===== src/rtl/program_counter_sequencer.sv =====
// Nibbler instruction sequencer: owns the 12-bit program counter and produces
// the alternating fetch/execute strobes under run, single-step and halt control.
module program_counter_sequencer #(
  parameter int PC_WIDTH     = 12,
  parameter int RESET_VECTOR = 0
) (
  input  logic                clk,
  input  logic                reset,
  input  logic                run,
  input  logic                step,
  input  logic                halt,
  input  logic                two_byte,
  input  logic                load_pc,
  input  logic [PC_WIDTH-1:0] load_addr,
  output logic [PC_WIDTH-1:0] pc,
  output logic                fetch_en,
  output logic                exec_en,
  output logic                phase,
  output logic                halted,
  output logic [2:0]          state_dbg
);

  // fetch_en and exec_en are one-cycle strobes with no back-pressure: the
  // fetch register and control unit must accept them in the cycle they appear.

  localparam logic [PC_WIDTH-1:0] RST_PC = RESET_VECTOR[PC_WIDTH-1:0];
  localparam logic [PC_WIDTH-1:0] PC_ONE = PC_WIDTH'(1);

  typedef enum logic [2:0] {
    S_IDLE   = 3'd0,
    S_FETCH  = 3'd1,
    S_EXEC   = 3'd2,
    S_PAUSE  = 3'd3,
    S_HALTED = 3'd4
  } state_t;

  state_t              state_q, state_d;
  logic [PC_WIDTH-1:0] pc_q, pc_d;
  logic                pend_q, pend_d;
  logic                fetch_en_q, exec_en_q, phase_q, halted_q;

  always_comb begin
    state_d = state_q;
    pc_d    = pc_q;
    pend_d  = pend_q;

    if (step && state_q != S_HALTED) pend_d = 1'b1;
    if (run) pend_d = 1'b0;

    case (state_q)
      S_IDLE: begin
        // IDLE also honours a step pulse arriving in this very cycle
        if (run || step || pend_q) state_d = S_FETCH;
      end
      S_FETCH: begin
        pc_d    = pc_q + PC_ONE;
        state_d = S_EXEC;
      end
      S_EXEC: begin
        if (load_pc)       pc_d = load_addr;
        else if (two_byte) pc_d = pc_q + PC_ONE;
        if (halt)          state_d = S_HALTED;
        else if (run)      state_d = S_FETCH;
        else               state_d = S_PAUSE;
      end
      S_PAUSE: begin
        if (run || pend_q) state_d = S_FETCH;
      end
      S_HALTED: begin
        state_d = S_HALTED;
      end
      default: state_d = S_IDLE;
    endcase

    // Consuming a step wins over a fresh pulse on the same edge.
    if (state_d == S_FETCH && (state_q == S_IDLE || state_q == S_PAUSE))
      pend_d = 1'b0;
  end

  always_ff @(posedge clk or posedge reset) begin
    if (reset) begin
      state_q    <= S_IDLE;
      pc_q       <= RST_PC;
      pend_q     <= 1'b0;
      fetch_en_q <= 1'b0;
      exec_en_q  <= 1'b0;
      phase_q    <= 1'b0;
      halted_q   <= 1'b0;
    end else begin
      state_q    <= state_d;
      pc_q       <= pc_d;
      pend_q     <= pend_d;
      fetch_en_q <= (state_d == S_FETCH);
      exec_en_q  <= (state_d == S_EXEC);
      phase_q    <= (state_d == S_EXEC);
      halted_q   <= (state_d == S_HALTED);
    end
  end

  assign pc        = pc_q;
  assign fetch_en  = fetch_en_q;
  assign exec_en   = exec_en_q;
  assign phase     = phase_q;
  assign halted    = halted_q;
  assign state_dbg = state_q;

endmodule

===== config.mk =====
export PLATFORM = sky130hd
export DESIGN_NAME = program_counter_sequencer
export DESIGN_NICKNAME = d
export VERILOG_FILES = /design/src/rtl/program_counter_sequencer.sv
export SDC_FILE = /design/constraint.sdc
export NUM_CORES = 1
export LEC_CHECK = 0
export BUFFER_PORTS_ARGS = -buffer_cell sky130_fd_sc_hd__buf_2
export CAP_MARGIN = 20
export CORE_MARGIN = 2
export CORE_UTILIZATION = 48
export DETAILED_ROUTE_END_ITERATION = 12
export PLACE_DENSITY = 0.76
export SLEW_MARGIN = 20
export SYNTH_ARGS = -nofsm -noshare
export SYNTH_HDL_FRONTEND = slang
export SYNTH_SLANG_ARGS = --single-unit

===== constraint.sdc =====
create_clock -name clk -period 1.9 [get_ports clk]
set_input_delay 0.38 -clock clk [delete_from_list [all_inputs] [get_ports clk]]
set_output_delay 0.38 -clock clk [all_outputs]
set_load 0.05 [all_outputs]

# Word-level counts from Yosys, hierarchy flattened
# Cells that the tools add are included.
totals:
  out_inout_bits: 19
  ff_bits: 19
  in_bits: 19
classes:
  mux: 11
  n_reduce_logical: 10
  add_sub_neg: 1
  n_eq_ne: 9
ops:
  columns: ["cell", "n"]
  rows:
  - ["$mux 12", 2]
  - ["$pmux 12 s2", 1]
  - ["$pmux 3 s5", 1]
  - ["$add 12x1->12 const B", 1]
  - ["$eq 3x2->1 const B", 3]
  - ["$mux 3", 3]
  - ["$eq 3x1->1 const B", 2]
  - ["$eq 3x3->1 const B", 2]
  - ["$ne 3x3->1 const B", 2]
  - ["$logic_or 1x1->1", 4]
  - ["$logic_not 3->1", 1]
  - ["$mux 1", 3]
  - ["$reduce_bool 3->1", 1]
  - ["$logic_and 1x1->1", 2]
  - ["$mux 2", 1]
  - ["$reduce_and 2->1", 1]
  - ["$reduce_bool 2->1", 1]

# Longest topological paths before layout
depth:
  word_depth: 7
  mapped_depth: 7
  depth_no_buf: 5

# Worst setup path after synthesis
# Ideal clock, no wire load.
synth_path:
  path_kind: "flip-flop to flip-flop"
  startpoint: "reg pc_q[0], in the netlist pc[0]"
  endpoint: "reg pc_q[10], in the netlist pc[10]"
  arrival_ps: 1639
  path_slack_ps: 111
  period_less_slack_ps: 1789
  path_buffers: 0
  setup_time_ps: 150
  required_time_ps: 1750
  stages_incl_launch_ff: 6
  path_cell_list: "dfrtp_1 > ha_1 > and4_1 > a31oi_2 > o31ai_2 > o311ai_1"
synth_via:
  elab_chain_cells: 4
synth_rtl:
  columns: ["element", "line", "rtl"]
  rows:
  - ["from (decl)", "38", "logic [PC_WIDTH-1:0] pc_q, pc_d;"]
  - ["from (signal assigned)", "91", "pc_q <= pc_d;"]
  - ["$add 12x1->12 (*)", "56, 61", null]
  - ["$mux 12", "61", "else if (two_byte) pc_d = pc_q + PC_ONE;"]
  - ["$mux 12", "60", "if (load_pc) pc_d = load_addr;"]
  - ["$pmux 12 s2 (*)", "50", "case (state_q)"]
# Mark *: on every way between the ends. The rest lies on a longest branch, timed or not. The select of a mux whose other input is x is not followed.
# A chain may end at the register's enable or synchronous reset.

# Worst setup path after layout
layout_path:
  startpoint: "reg state_q[2], in the netlist state_dbg[2]"
  endpoint: "out state_dbg[2]"
layout_lines:
  columns: ["element", "line", "rtl"]
  rows:
  - ["from (decl)", "37", "state_t state_q, state_d;"]
  - ["from (signal assigned)", "90", "state_q <= state_d;"]
  - ["to (decl)", "20", "output logic [2:0] state_dbg"]
# No word-level cell between the ends.

==> flow_summary_export.csv <==
group,metric,value,unit
outcome,status,"finished clean",
critical_path,rr_endpoint,"pc[1]",
sta,maxSlewViolCount,0,
layout,fin_area,1410,um^2
critical_path,arrival,1.33,ns
sta,hold_ws,0.182,ns
global_routing,gr-total-overflow,0,
critical_path,timing.rr.start,"state_dbg[0]",
placement,gp_congestion,0.832,
placement,io_buffers,37,
synth,synth_xor_area_frac,0,
critical_path,crit_start,"state_dbg[2]",
critical_path,crit_cells,2,
synth,synth_common_cells,"dfrtp_1 (19), a21oi_1 (11), nand2_1 (11)",
floorplanning,start_util,0.497,
critical_path,cpPeakStageDelay,0.50,ns
critical_path,crit_family,"buffers and inverters",
routing,vias_per_cell,6.04,
floorplanning,dieArea,2910,um^2
sta,min_period_over_period,0.900,
sta,rsz0062_at_grt,"no",
synth,muxShareOfSynthArea,0,
sta,fmax,0.585,GHz
sta,skew,0.0113,ns
clock_network,clock-root-buffer,"clkbuf_4",
critical_path,worstSetupPathType,"reg -> out",
floorplanning,coreArea,2410,um^2
clock_network,cts_tree,"yes",
global_routing,track_usage,0.220,
synth,synth_top_area_cell,"dfrtp_1",
synth,ys_seq_area_frac,0.397,
floorplanning,io-pin-count,38,
synth,synthSimpleGateAreaFrac,0.262,
synth,synth_area_leaders,"dfrtp_1 (40%), a21oi_1 (4.6%), nand2_1 (3.4%)",
synth,ys_ff_latch,19,
sta,hold_violations,0,
floorplanning,fp-row-count,18,
critical_path,cp.required,1.52,ns
routing,wire_per_inst,15.3,um
critical_path,crit_fanout,12,
clock_network,post_cts_buffers,0,
synth,synth_compound_area_frac,0.271,
synth,ys_async_sr_fraction,1.00,
synth,synth_adder_area_share,0.0104,
routing,drt_wl_total,2940,um
synth,ys_warn_count,0,
sta,setup_violations,0,
routing,ant_nets,0,
synth,synth.distinct_cells,47,
routing,drt_iter0_drc,11,
synth,synth_most_common_cell,"dfrtp_1",
critical_path,r2r_cells,4,
routing,vias,1159,
synth,synth_top_family_by_area,"compound AO/OA/AOI/OAI gates",
global_routing,grt_pass1_wl,4720,um
min_path,holdCritPathClass,"in -> async",
layout,num_antenna_cells,0,
synth,ys.flop_type,"dfrtp_1",
synth,yosysTopAreaCellShare,0.397,
critical_path,worstPathCellList,"buf_4 > buf_2",
sta,worst_slew_pin_slew,0.738,ns
sta,relSlewSlack,0.507,
synth,synth_edf_count,0,
critical_path,crit_buf_inv,2,
clock_network,cts_sinks,19,
placement,placed_area,1380,um^2
global_routing,first_global_vias,1055,
sta,setup_tns,0,ns
layout,drive_above_1_share,0.352,
critical_path,end_kind,"output pin",
critical_path,critPathCapture,"state_dbg[2]",
synth,avgSynthCellArea,9.51,um^2
floorplanning,die_y,54.0,um
clock_network,clkTransAtPathRegs,0.12,ns
layout,final_core_util,0.585,
placement,dp_hpwl,2180,um
layout,layout.nets,183,
critical_path,cpMaxStageDelayCell,"dfrtp_1",
critical_path,startpoint_type,"flop",
clock_network,cts_hold_buffers,0,
global_routing,grt_max_degree,20,
clock_network,post_cts_resized,0,
clock_network,cts_made_buffers,3,
floorplanning,die_w,54.0,um
synth,syn_nets,146,
synth,netlist_instances,126,
clock_network,clock_latency,0.29,ns
synth,syn-cell-area,1200,um^2
routing,drc,0,
flow_run,max_cap_viol_count,0,
global_routing,antenna_found_initial,0,
layout,area_growth,17.6,%
clock_network,clock_path_buffers,2,
clock_network,h-tree-depth,1,
routing,drtPass1Iterations,4,
sta,period_needed,1.71,ns
critical_path,r2r_slack,0.26,ns
-- how the worst min path moves through the flow --
stage | startpoint | end | cells past startpoint
6_report | reset | pc[0] | 2
5_1_grt | reset | halted | 2
4_1_cts | reset | halted | 2
3_5_place_dp | reset | pc[0] | 2
3_3_place_gp | reset | pc[11] | 2
2_1_floorplan | reset | fetch_en | 1
-- placed cells by master, fill, tap and decap left out, drive strengths merged, types with 3 or more instances in the layout --
cell type	netlist	final
inv	3	3
o31ai	4	4
a31oi	5	5
nor2	11	11
nand3	7	7
buf	8	40
clkbuf	0	4
a21oi	11	11
a2bb2oi	3	3
nand2	12	12
dfrtp	19	19
o21ai	9	9
nand4	3	3
-- worst reg2reg max path, cell delays in order (launching register included) --
cell and delay (ns):
dfrtp_1 0.53, nand2b_4 0.22, o21a_1 0.34, nor2_2 0.33
a31oi_1 0.13
-- cell type report --
cell class              count  area (um^2)
clock buffers               4         26.3
fillers                   233         1000
inverters                   3         11.3
multi-input cells          96          652
flip-flops and latches     19          475
well taps                  30         37.5
repair buffers             40          208
-- layer usage --
metal  GRT usage  vias up  wire length (um)
met5           0        -                 0
met4      0.0708        0                21
met3      0.0333        4               159
met2       0.362       43              1430
met1       0.295      563              1330
li1            -      549                 -
-- per-stage QoR --
step	setup slack [ns]	instances
4_1_cts	0.173	192
3_3_place_gp	0.329	188
6_report	0.189	192
2_1_floorplan	0.111	126
5_1_grt	0.0909	192
3_5_place_dp	0.282	188
-- state kept, by name, summed over array words and instances (netlist names) --
register and cells:
state_dbg 3, fetch_en 1, pend_q 1, pc 12, phase 1, halted 1
-- logic make-up after synthesis --
group	after synthesis
buf+inv	11
compound gates	44
simple gates	51
fa+ha+maj	1
flops	19
Power is left out: the tool's default activity adds up to more than one toggle a clock period on the data nets, which glitch-free logic cannot reach.
